[config.mk]
export PLATFORM = sky130hd
export DESIGN_NAME = hilo_muldiv_unit
export DESIGN_NICKNAME = d
export VERILOG_FILES = /design/src/rtl/hilo_muldiv_unit.sv
export SDC_FILE = /design/constraint.sdc
export NUM_CORES = 1
export LEC_CHECK = 0
export CAP_MARGIN = 40
export CELL_PAD_IN_SITES_DETAIL_PLACEMENT = 1
export CELL_PAD_IN_SITES_GLOBAL_PLACEMENT = 1
export CORE_ASPECT_RATIO = 0.5
export CORE_MARGIN = 2
export CORE_UTILIZATION = 37
export CTS_BUF_LIST = sky130_fd_sc_hd__clkbuf_2 sky130_fd_sc_hd__clkbuf_4 sky130_fd_sc_hd__clkbuf_8
export DETAILED_ROUTE_END_ITERATION = 12
export PLACE_DENSITY = 0.82
export SLEW_MARGIN = 20
export SYNTH_ARGS = -nofsm -noshare
export SYNTH_HDL_FRONTEND = slang
export SYNTH_SLANG_ARGS = --single-unit
[constraint.sdc]
create_clock -name clk -period 3.9 [get_ports clk]
set_input_delay 0.975 -clock clk [delete_from_list [all_inputs] [get_ports clk]]
set_output_delay 0.975 -clock clk [all_outputs]
set_load 0.01 [all_outputs]
[src/rtl/hilo_muldiv_unit.sv]
// HI/LO multiply/divide unit: sequential radix-2 shift-add multiplier and restoring divider
// with a start/busy/done handshake, plus MTHI/MTLO writes while idle.
module hilo_muldiv_unit #(
    parameter int unsigned WIDTH = 32
) (
    input  logic             clk,
    input  logic             rst,
    input  logic             start_i,
    input  logic [2:0]       op_i,
    input  logic [WIDTH-1:0] a_i,
    input  logic [WIDTH-1:0] b_i,
    output logic             busy_o,
    output logic             done_o,
    output logic [WIDTH-1:0] hi_o,
    output logic [WIDTH-1:0] lo_o,
    output logic             div_by_zero_o
);

    localparam int unsigned CntW = $clog2(WIDTH);

    typedef enum logic [1:0] {StIdle, StRun, StFix} state_e;

    state_e               state_q, state_d;
    logic [CntW-1:0]      cnt_q, cnt_d;
    logic [2*WIDTH-1:0]   acc_q, acc_d;
    logic [WIDTH-1:0]     opnd_q, opnd_d;   // multiplicand or divisor magnitude
    logic [WIDTH-1:0]     a_raw_q, a_raw_d;
    logic                 is_div_q, is_div_d;
    logic                 neg_q, neg_d;
    logic                 rem_neg_q, rem_neg_d;
    logic                 b_zero_q, b_zero_d;
    logic [WIDTH-1:0]     hi_q, hi_d, lo_q, lo_d;
    logic                 done_q, done_d;
    logic                 dvz_q, dvz_d;

    logic                 sgn_op;
    logic [WIDTH-1:0]     a_abs, b_abs;
    logic [WIDTH:0]       mul_sum, div_trial;
    logic [2*WIDTH-1:0]   mul_next, div_next;
    logic [WIDTH-1:0]     quo_mag, rem_mag;

    assign sgn_op = ~op_i[0];
    assign a_abs  = (sgn_op && a_i[WIDTH-1]) ? -a_i : a_i;
    assign b_abs  = (sgn_op && b_i[WIDTH-1]) ? -b_i : b_i;

    assign mul_sum  = {1'b0, acc_q[2*WIDTH-1:WIDTH]} + {1'b0, opnd_q};
    assign mul_next = acc_q[0] ? {mul_sum, acc_q[WIDTH-1:1]} : {1'b0, acc_q[2*WIDTH-1:1]};

    // Upper half is the partial remainder; the next dividend bit shifts in from the lower half.
    assign div_trial = acc_q[2*WIDTH-1:WIDTH-1] - {1'b0, opnd_q};
    assign div_next  = div_trial[WIDTH] ? {acc_q[2*WIDTH-2:0], 1'b0}
                                        : {div_trial[WIDTH-1:0], acc_q[WIDTH-2:0], 1'b1};

    assign quo_mag = acc_q[WIDTH-1:0];
    assign rem_mag = acc_q[2*WIDTH-1:WIDTH];

    always_comb begin
        state_d   = state_q;
        cnt_d     = cnt_q;
        acc_d     = acc_q;
        opnd_d    = opnd_q;
        a_raw_d   = a_raw_q;
        is_div_d  = is_div_q;
        neg_d     = neg_q;
        rem_neg_d = rem_neg_q;
        b_zero_d  = b_zero_q;
        hi_d      = hi_q;
        lo_d      = lo_q;
        dvz_d     = dvz_q;
        done_d    = 1'b0;

        unique case (state_q)
            StIdle: begin
                if (start_i && !op_i[2]) begin
                    state_d   = StRun;
                    cnt_d     = '0;
                    is_div_d  = op_i[1];
                    a_raw_d   = a_i;
                    b_zero_d  = (b_i == '0);
                    neg_d     = sgn_op & (a_i[WIDTH-1] ^ b_i[WIDTH-1]);
                    rem_neg_d = sgn_op & a_i[WIDTH-1];
                    dvz_d     = 1'b0;
                    if (op_i[1]) begin
                        opnd_d = b_abs;
                        acc_d  = {{WIDTH{1'b0}}, a_abs};
                    end else begin
                        opnd_d = a_abs;
                        acc_d  = {{WIDTH{1'b0}}, b_abs};
                    end
                end else if (start_i && op_i == 3'b100) begin
                    hi_d = a_i;
                end else if (start_i && op_i == 3'b101) begin
                    lo_d = a_i;
                end
            end
            StRun: begin
                acc_d = is_div_q ? div_next : mul_next;
                cnt_d = cnt_q + 1'b1;
                if (cnt_q == CntW'(WIDTH - 1)) begin
                    state_d = StFix;
                end
            end
            StFix: begin
                state_d = StIdle;
                done_d  = 1'b1;
                if (!is_div_q) begin
                    {hi_d, lo_d} = neg_q ? -acc_q : acc_q;
                end else if (b_zero_q) begin
                    hi_d  = a_raw_q;
                    lo_d  = '1;
                    dvz_d = 1'b1;
                end else begin
                    lo_d = neg_q ? -quo_mag : quo_mag;
                    hi_d = rem_neg_q ? -rem_mag : rem_mag;
                end
            end
            default: state_d = StIdle;
        endcase
    end

    always_ff @(posedge clk or negedge rst) begin
        if (!rst) begin
            state_q   <= StIdle;
            cnt_q     <= '0;
            acc_q     <= '0;
            opnd_q    <= '0;
            a_raw_q   <= '0;
            is_div_q  <= 1'b0;
            neg_q     <= 1'b0;
            rem_neg_q <= 1'b0;
            b_zero_q  <= 1'b0;
            hi_q      <= '0;
            lo_q      <= '0;
            done_q    <= 1'b0;
            dvz_q     <= 1'b0;
        end else begin
            state_q   <= state_d;
            cnt_q     <= cnt_d;
            acc_q     <= acc_d;
            opnd_q    <= opnd_d;
            a_raw_q   <= a_raw_d;
            is_div_q  <= is_div_d;
            neg_q     <= neg_d;
            rem_neg_q <= rem_neg_d;
            b_zero_q  <= b_zero_d;
            hi_q      <= hi_d;
            lo_q      <= lo_d;
            done_q    <= done_d;
            dvz_q     <= dvz_d;
        end
    end

    assign busy_o        = (state_q != StIdle);
    assign done_o        = done_q;
    assign hi_o          = hi_q;
    assign lo_o          = lo_q;
    assign div_by_zero_o = dvz_q;

endmodule

After elaboration in Yosys (flattened, before gate mapping)
Cells that the tools add are included.
Storage, ports and cells
  bits in registers: 205
  input port bits: 70
Operators by class
  add/sub/neg operators: 8
  bitwise operators: 4
  equality and inequality tests: 13
  reductions and logical operators: 17
  muxes and demuxes: 33
Operators by type and width (number)
  32-bit two-way mux: 15
  64-bit two-way mux: 5
  32-bit negation: 4
  32-bit one-hot mux with 2 select lines: 2
  64-bit one-hot mux with 2 select lines: 1
  64-bit negation: 1
  32-bit by 32-bit adder with 33-bit output: 1
  33-bit by 32-bit subtractor with 33-bit output: 1
  32-bit zero test: 1
  2-bit inequality test, second input constant: 8
  5-bit one-hot mux with 2 select lines: 1
  4-bit AND reduction: 2
  3-bit == test, second input constant: 2
  2-bit AND reduction: 3
  2-bit nonzero test: 3
  5-bit by 1-bit adder with 5-bit output, second input constant: 1
  5-bit == test, second input constant: 1
  1-bit logical AND: 5
  5-bit two-way mux: 1
  1-bit two-way mux: 4
  2-bit two-way mux: 2
  2-bit one-hot mux with 2 select lines: 1
  3-bit AND reduction: 1
  1-bit bitwise AND: 2
  other kinds (7): 7

Depth between registers and ports, before layout
Gate-level depths: netlist of the first run.
  word-level depth: 6
  mapped depth: 15

Worst setup path after synthesis of the first run
No wires, ideal clock.
  path kind: reg-to-reg
  from: register acc_q[31]
  to: register acc_q[55]
  slack: 0.245 ns
  cell stages (with the launch flop): 16
  period minus slack after synthesis: 3.655 ns
  arrival: 3.520 ns
  library setup time: 0.136 ns
  cells stage by stage: dfrtp_1 -> inv_1 -> ha_1 -> fa_1 -> nand2b_1 -> a21oi_1 -> o21a_1 -> a21o_1 -> a31oi_1 -> o21ai_0 -> xor2_1 -> clkbuf_1 -> buf_1 -> o21ai_0 -> a31oi_1 -> o21ai_0
On the way
  cells in the longest elaborated chain, start to end: 4
RTL lines
  start, declared: line 25  | logic [2*WIDTH-1:0] acc_q, acc_d;
  start signal, assigned: line 125  | acc_q <= '0;
  start signal, assigned: line 139  | acc_q <= acc_d;
  33-bit by 32-bit subtractor with 33-bit output: line 50  | assign div_trial = acc_q[2*WIDTH-1:WIDTH-1] - {1'b0, opnd_q};
  64-bit two-way mux: line 51  | assign div_next = div_trial[WIDTH] ? {acc_q[2*WIDTH-2:0], 1'b0}
  64-bit two-way mux: line 97  | acc_d = is_div_q ? div_next : mul_next;
  64-bit one-hot mux with 2 select lines: line 72  | unique case (state_q)
No other way between the ends.
A chain may end at the register's enable or synchronous reset.

Final worst setup path of the first run
  from: register acc_q[32]
  to: register hi_q[31], in the netlist hi_o[31]
On the way
  cells in the longest elaborated chain, start to end: 5
RTL lines
  32-bit negation: line 114  | hi_d = rem_neg_q ? -rem_mag : rem_mag;
  32-bit two-way mux: line 114
  32-bit two-way mux: line 108  | end else if (b_zero_q) begin
  32-bit two-way mux *: line 106  | if (!is_div_q) begin
  32-bit one-hot mux with 2 select lines *: line 72
  end signal, assigned: line 146  | hi_q <= hi_d;
  end, declared: line 32  | logic [WIDTH-1:0] hi_q, hi_d, lo_q, lo_d;
Every way passes the cells marked *; elsewhere a longest branch is shown, timed or not.

==> reports/results.ini, run 1 <==
[synthesis]
part_of_the_yosys_area_used_for_sequential_elements_pct=30.14
synth_nets=2307
synth-main-ff-cell=sky130_fd_sc_hd__dfrtp_1
synth_area_mm2=0.01702
synth_commonest_cells=sky130_fd_sc_hd__nand2_1, sky130_fd_sc_hd__o21ai_0, sky130_fd_sc_hd__dfrtp_1
fraction_of_the_mapped_netlist_area_in_compound_gates_pct=25.64
synth_xor_xnor_area_share_pct=10.19
synth_seq_cells=205
netlist.top_cell.by_area=sky130_fd_sc_hd__dfrtp_1
synth_top_area_share_pct=30.14
synth_simple_gate_area_share_pct=18.00
synthTopCellsByArea=sky130_fd_sc_hd__dfrtp_1, sky130_fd_sc_hd__nand2_1, sky130_fd_sc_hd__o21ai_0
count_leader_synth=sky130_fd_sc_hd__nand2_1
synth_top_family_by_area=compound AO/OA/AOI/OAI gates
yosys.area_share.adder_pct=5.382
synth_cell_types=72
synthesized_area_divided_by_synthesized_cell_count_um2=7.861
edff_count_synth=0
proportion_of_register_bits_with_asynchronous_set_or_reset_after_synthesis_pct=100.0
yosys-mux-area-fraction_pct=5.345
yosysWarnings=0
synthesis.instances=2165

[place]
place_congestion=0.9659
place_ws_ns=-0.1450
hpwl_um=57580
port-buffer-count=136

[setup_path]
cp-start-kind=register
path_class=register to register
regToRegStartpoint=acc_q[32]
worst-r2r-cell-count=10
r2r-end=hi_o[31]
critical_path_arrival_ns=4.25
reg2reg_setup_slack_ns=0.13
endpoint_kind=register
timing.critical_path.fanout_max=6
timing.critical_path.required_ns=4.37

[drt]
route.antenna.remaining_nets=0
post-route-drc-count=0
avgRoutedWirePerCell_um=25.95
totalWireLength_um=76630
vias=18330
first_iter_violations=2089
detail_route.vias_per_cell=6.208
drt_first_pass_iters=5

[die]
chipHeight_um=155.7
fp.dieArea_mm2=0.04783
floorplan.initialDensity_pct=37.58
dieWidth_um=307.3
core_area_mm2=0.04528
std_cell_rows=55
num_io_pins=137

[clock_tree]
clk_latency_worst_skew_pair_ns=0.59
cts_tree=done
h-tree-depth=2
cts_setup_buffers=0
clock_sink_count=205
cts-root-to-sink-buffers=3
clock-root-buffer=sky130_fd_sc_hd__clkbuf_8
cts-resized-gates=0
path_clk_slew_ns=0.07
tritoncts.num_buffers=38
number_of_hold_repair_buffers_added_at_the_cts_stage=0

[timing]
setup_slack_ns=0.1255
final_min_period_over_clock_period_pct=96.78
worstMarginPinSlew_ns=0.8532
clock_skew_ns=0.02533
timing_hold_violations_final=0
timing.fmax_mhz=264.9
setup_viol=0
post-route-min-period_ns=3.774
maxSlewViolCount=0
grt_setup_unrepaired=false
worst_slew_margin_rel_pct=42.91

[power]
static_leakage_nw=8.730
power-per-cell-area_mw_per_mm2=1016
vdd_drop_max_mv=0.4174

[finish]
fillerInstances=5508
layout.core_utilization_pct=45.65
final_layout_size_suffix_gt1_share_pct=11.31
layout-area-overhead-vs-synth_pct=21.47
fin_nets=2466

[global_route]
first_global_vias=18410
antenna_found_initial=2
grt_remaining_overflow=0
grt_max_degree=87
overall_global_routing_usage_pct=31.64
grt_first_pass_wirelength_um=115900

[flow_run]
cap_violations=0

[min_path]
min_path_type=input port to asynchronous set/reset pin

[status]
run_status=finished, final reports clean

-- stage by stage --
stage | std cells | instance area [um2] | TNS, ns | hold WS [ns] | total power (W)
detailed placement | 2880 | 19740 | -1.708 | 0.4626 | 0.01809
finish | 2953 | 20670 | 0 | 0.4583 | 0.02100
floorplan | 2165 | 17020 | 0 | 0.4454 | 0.01311
global route | 2950 | 20660 | 0 | 0.4984 | 0.02235
CTS | 2948 | 20590 | 0 | 0.4793 | 0.02065
global placement | 2879 | 19730 | -1.179 | 0.4571 | 0.01762
-- logic make-up after synthesis --
group,count (synthesis)
AO/OA/AOI/OAI,694
XOR/XNOR,198
adder cells (fa/ha/maj),72
buffers and inverters,235
flip-flops,205
multiplexers,90
AND/OR/NAND/NOR,671
-- worst max-delay path by stage --
stage / from / end / slack (ns) / cells past startpoint
final: acc_q[32] / hi_o[31] / 0.13 / 10
after global placement: a_i[5] / acc_q[22] / -0.13 / 12
after CTS: acc_q[31] / acc_q[41] / 0.08 / 15
after global routing: acc_q[32] / hi_o[31] / 0.01 / 10
after detailed placement: a_i[5] / acc_q[18] / -0.15 / 13
after floorplan: acc_q[31] / acc_q[55] / 0.24 / 15
-- layout make-up --
cell class	instances	area, um2	area share (%)
Sequential cell	205	5137	24.85
Antenna cell	3	7.507	0.03632
Clock buffer	58	748.2	3.619
Timing Repair Buffer	295	2656	12.85
Multi-Input combinational cell	1725	11050	53.46
Clock inverter	10	102.6	0.4963
Tap cell	598	748.2	3.619
Inverter	59	221.5	1.071
-- report_power, final --
group	internal (W)	switching [W]	total, W
clock	0.00136	0.00108	0.00244
sequential	0.00318	0.00136	0.00454
combinational	0.00597	0.00805	0.0140
-- routing by layer --
metal  track usage [%]  vias up  share of wire (%)
li1                  -     8089                  -
met1             43.38     9155                 42
met2             49.36      898                 44
met3             6.873      189                 11
met4             10.87        0                3.5
met5                 0        -                  0
-- worst max-delay path, cell delays in order (launching register included) --
cell and delay, ns:
sky130_fd_sc_hd__dfrtp_2 0.45, sky130_fd_sc_hd__or3_4 0.39, sky130_fd_sc_hd__or4b_4 0.54, sky130_fd_sc_hd__or3b_1 0.41, sky130_fd_sc_hd__or3_1 0.37, sky130_fd_sc_hd__or4_4 0.48, sky130_fd_sc_hd__or4_1 0.45, sky130_fd_sc_hd__o21ai_2 0.15
sky130_fd_sc_hd__xnor2_1 0.13, sky130_fd_sc_hd__nor2_1 0.06, sky130_fd_sc_hd__o31ai_1 0.22
-- layout by cell type, fill, tap and decap left out, types with 7 or more instances in the layout --
cell                              netlist  final
sky130_fd_sc_hd__a211oi_1              64     64
sky130_fd_sc_hd__or2_2                  8      8
sky130_fd_sc_hd__or4_1                 20     20
sky130_fd_sc_hd__nand2b_1              28     28
sky130_fd_sc_hd__a222oi_1              11     11
sky130_fd_sc_hd__buf_4                  0    151
sky130_fd_sc_hd__nor2b_1               10      9
sky130_fd_sc_hd__o22ai_1               30     30
sky130_fd_sc_hd__mux2_2                 7      7
sky130_fd_sc_hd__mux2i_1               83     83
sky130_fd_sc_hd__xnor2_1              101    101
sky130_fd_sc_hd__nand3_1               28     28
sky130_fd_sc_hd__o21a_1                10     10
sky130_fd_sc_hd__a31oi_1               22     22
sky130_fd_sc_hd__a22oi_1               11     11
sky130_fd_sc_hd__clkdlybuf4s50_1        0    134
sky130_fd_sc_hd__ha_1                  70     70
sky130_fd_sc_hd__nor2_1               160    159
sky130_fd_sc_hd__or3_1                 25     25
sky130_fd_sc_hd__o211ai_1              20     20
sky130_fd_sc_hd__a21oi_1              160    159
sky130_fd_sc_hd__clkinv_2               0      7
sky130_fd_sc_hd__o221ai_1              10     10
sky130_fd_sc_hd__xor2_1                97     96
sky130_fd_sc_hd__a21o_1                49     49
sky130_fd_sc_hd__o31ai_1               36     34
sky130_fd_sc_hd__nor4_1                15     15
sky130_fd_sc_hd__a221oi_1              12     12
sky130_fd_sc_hd__and3_1                 8      8
sky130_fd_sc_hd__nor3_1                38     38
sky130_fd_sc_hd__clkbuf_4               0      8
sky130_fd_sc_hd__inv_1                 56     56
sky130_fd_sc_hd__nand2_1              290    290
sky130_fd_sc_hd__nand4_1               16     16
sky130_fd_sc_hd__dfrtp_1              205    201
sky130_fd_sc_hd__clkbuf_8               0     51
sky130_fd_sc_hd__o21ai_0              206    205
sky130_fd_sc_hd__o41ai_1               11     10
-- state kept, by name, summed over array words and instances, names as in the netlist, 2 cells and up --
signal   count
cnt_q        5
a_raw_q     32
state_q      2
acc_q       64
hi_o        32
opnd_q      32
lo_o        32
(Power assumes the default switching activity.)
==> run 2, diff against run 1 <==
- CELL_PAD_IN_SITES_DETAIL_PLACEMENT: 1 -> not set
- CELL_PAD_IN_SITES_GLOBAL_PLACEMENT: 1 -> not set
- PLACE_DENSITY: 0.82 -> 0.65
- clock period: 3.9 -> 3.81 ns (I/O delays scaled with it)
==> reports/results.ini, run 2 (synthesis results as in run 1) <==
[status]
run_status=finished, final reports clean  ; unchanged

[clock_tree]
cts_tree=done  ; unchanged
cts_setup_buffers=0  ; unchanged
path_clk_slew_ns=0.07  ; about the same
h-tree-depth=2  ; unchanged
clock-root-buffer=sky130_fd_sc_hd__clkbuf_8  ; unchanged
clk_latency_worst_skew_pair_ns=0.58  ; was 0.59 ns
clock_sink_count=205  ; unchanged
tritoncts.num_buffers=36  ; was 38
cts-root-to-sink-buffers=3  ; unchanged

[timing]
maxSlewViolCount=0  ; unchanged
worst_slew_margin_rel_pct=40.97  ; was 42.91%
setup_viol=0  ; unchanged
worstMarginPinSlew_ns=0.8788  ; was 0.8532 ns
grt_setup_unrepaired=false  ; unchanged
clock_skew_ns=0.04047  ; was 0.02533 ns
post-route-min-period_ns=3.689  ; was 3.774 ns
timing_hold_violations_final=0  ; unchanged
final_min_period_over_clock_period_pct=96.82  ; was 96.78%
timing.fmax_mhz=271.1  ; was 264.9 MHz
setup_slack_ns=0.1213  ; was 0.1255 ns

[setup_path]
cpLargestDelayFamily=simple AND/OR/NAND/NOR gates  ; unchanged
reg2reg_setup_slack_ns=0.12  ; was 0.13 ns
timing.critical_path.required_ns=4.27  ; was 4.37 ns
path_class=register to register  ; unchanged
timing.critical_path.fanout_max=6  ; unchanged
path_cells=or3_4 -> or4b_4 -> or3b_1 -> or3_1 -> or4_4 -> or4_1 -> o21ai_2 -> xnor2_1 -> nor2_1 -> o31ai_1  ; unchanged
critical_path_arrival_ns=4.14  ; was 4.25 ns
cp-start-kind=register  ; unchanged
critical_path.max_stage_delay_ns=0.50  ; was 0.54 ns
critical-path-slowest-cell=sky130_fd_sc_hd__or4b_4  ; unchanged
endpoint_kind=register  ; unchanged
worst-path-buf-inv=0  ; unchanged

[global_route]
grt_first_pass_wirelength_um=104400  ; was 115900 um
antenna_found_initial=6  ; was 2
overall_global_routing_usage_pct=28.62  ; was 31.64%
grt_most_used_layer=met2  ; unchanged
groute.layer.met3.usage_pct=8.653  ; was 6.873%
use_met1_pct=38.60  ; was 43.38%
grt_remaining_overflow=0  ; unchanged
grt.met2_usage_pct=44.13  ; was 49.36%
first_global_vias=16690  ; was 18410
grt_max_degree=92  ; was 87

[place]
place_congestion=0.9876  ; was 0.9659
hpwl_um=52430  ; was 57580 um
place_ws_ns=-0.2124  ; was -0.1450 ns
port-buffer-count=136  ; unchanged

[min_path]
min_path_type=input port to asynchronous set/reset pin  ; unchanged

[finish]
final_layout_size_suffix_gt1_share_pct=11.33  ; was 11.31%
most-common-layout-cells=sky130_fd_sc_hd__nand2_1, sky130_fd_sc_hd__o21ai_0, sky130_fd_sc_hd__dfrtp_1, sky130_fd_sc_hd__buf_4  ; was sky130_fd_sc_hd__nand2_1, sky130_fd_sc_hd__o21ai_0, sky130_fd_sc_hd__dfrtp_1, sky130_fd_sc_hd__nor2_1, sky130_fd_sc_hd__a21oi_1
fillerInstances=4521  ; was 5508
max_ffs_per_register=64  ; unchanged
most_flops_register=acc_q  ; unchanged
layout.cells.most_common=sky130_fd_sc_hd__nand2_1  ; unchanged
fin_nets=2476  ; was 2466
layout-area-overhead-vs-synth_pct=21.01  ; was 21.47%

[drt]
totalWireLength_um=69230  ; was 76630 um
post-route-drc-count=0  ; unchanged
drt_first_pass_iters=9  ; was 5
avgRoutedWirePerCell_um=23.41  ; was 25.95 um
detail_route.vias_per_cell=5.966  ; was 6.208
vias=17640  ; was 18330
route.antenna.remaining_nets=0  ; unchanged
first_iter_violations=2013  ; was 2089

[die]
chipHeight_um=155.7  ; unchanged
floorplan.initialDensity_pct=37.58  ; unchanged
std_cell_rows=55  ; unchanged
dieWidth_um=307.3  ; unchanged
core_area_mm2=0.04528  ; unchanged
fp.dieArea_mm2=0.04783  ; unchanged
num_io_pins=137  ; unchanged

[flow_run]
cap_violations=0  ; unchanged

[power]
design_power_w=0.02072  ; was 0.02100 W
power-per-cell-area_mw_per_mm2=1006  ; was 1016 mW/mm2
static_leakage_nw=8.701  ; was 8.730 nW
vdd_drop_max_mv=0.5241  ; was 0.4174 mV

==> run 2: cell types whose count changed in the layout (fill, tap and decap cells not counted), moves of 2 or more <==
| cell | previous run | this run |
|---|---|---|
| sky130_fd_sc_hd__buf_4 | 151 | 163 |
| sky130_fd_sc_hd__clkbuf_8 | 51 | 43 |
| sky130_fd_sc_hd__clkbuf_4 | 8 | 11 |
| sky130_fd_sc_hd__clkinv_2 | 7 | 4 |
| sky130_fd_sc_hd__bufinv_16 | 2 | 0 |
| sky130_fd_sc_hd__o31ai_1 | 34 | 36 |
| sky130_fd_sc_hd__o31ai_2 | 2 | 0 |
==> run 2: repair_timing <==
item                       in CTS  in global routing
hold buffers                    0                  0
gates resized for setup         0                  2
setup endpoints to repair       0                 11
==> run 2: path summary, 6_finish.rpt <==
kind	startpoint	end	depth (start not counted)
min in group clk	a_raw_q[11]	a_raw_q[11]	2
max reg2reg	acc_q[34]	hi_o[31]	10
max	acc_q[34]	hi_o[31]	10
min reg2reg	a_raw_q[11]	a_raw_q[11]	2
min	rst	opnd_q[8]	1
max in group asynchronous	rst	hi_o[27]	2
==> run 2: worst reg2reg max path: stages, from the launching register on <==
cell and delay (ns):
sky130_fd_sc_hd__dfrtp_1 0.39, sky130_fd_sc_hd__or3_4 0.42, sky130_fd_sc_hd__or4b_4 0.51, sky130_fd_sc_hd__or3b_1 0.43
sky130_fd_sc_hd__or3_1 0.38, sky130_fd_sc_hd__or4_4 0.48, sky130_fd_sc_hd__or4_1 0.43, sky130_fd_sc_hd__o21ai_2 0.14
sky130_fd_sc_hd__xnor2_1 0.13, sky130_fd_sc_hd__nor2_1 0.06, sky130_fd_sc_hd__o31ai_1 0.20
==> run 2: final cells by class <==
type	count	area (um2)	area share, %
Antenna cell	3	7.507	0.03645
Clock buffer	54	674.4	3.275
Clock inverter	6	36.28	0.1762
Inverter	59	221.5	1.075
Multi-Input combinational cell	1725	11040	53.60
Sequential cell	205	5136	24.94
Tap cell	598	748.2	3.633
Timing Repair Buffer	307	2731	13.26
==> run 2: power by group <==
| group | switching, W | total [W] | internal [W] | leakage (nW) |
|---|---|---|---|---|
| Clock | 0.00105 | 0.00218 | 0.00113 | 0.380 |
| Sequential | 0.00129 | 0.00454 | 0.00325 | 2.46 |
| Combinational | 0.00786 | 0.0140 | 0.00613 | 5.86 |
| Total | 0.0102 | 0.0207 | 0.0105 | 8.70 |
==> run 2: per-layer routing <==
layer  wire, um  vias to the layer above
met5         15                        -
met4       2022                        2
met3       8159                      132
met2      30080                      802
met1      28950                     8579
li1           -                     8125
==> run 2: per-stage QoR <==
stage	hold WS, ns	cell area (um2)	cells	setup TNS [ns]	utilization (%)
after detailed placement	0.4625	19850	2893	-1.793	43.84
after CTS	0.4073	20560	2953	0	45.41
after floorplan	0.4454	17020	2165	0	-
after global placement	0.4576	19840	2892	-1.129	43.82
after global routing	0.4365	20590	2954	0	45.47
final	0.3534	20590	2957	0	45.48
==> run 3, diff against run 2 <==
- SKIP_CTS_REPAIR_TIMING: not set -> 1
==> results of run 3 <==
Final layout, timing and power as in run 2 (identical DEF).
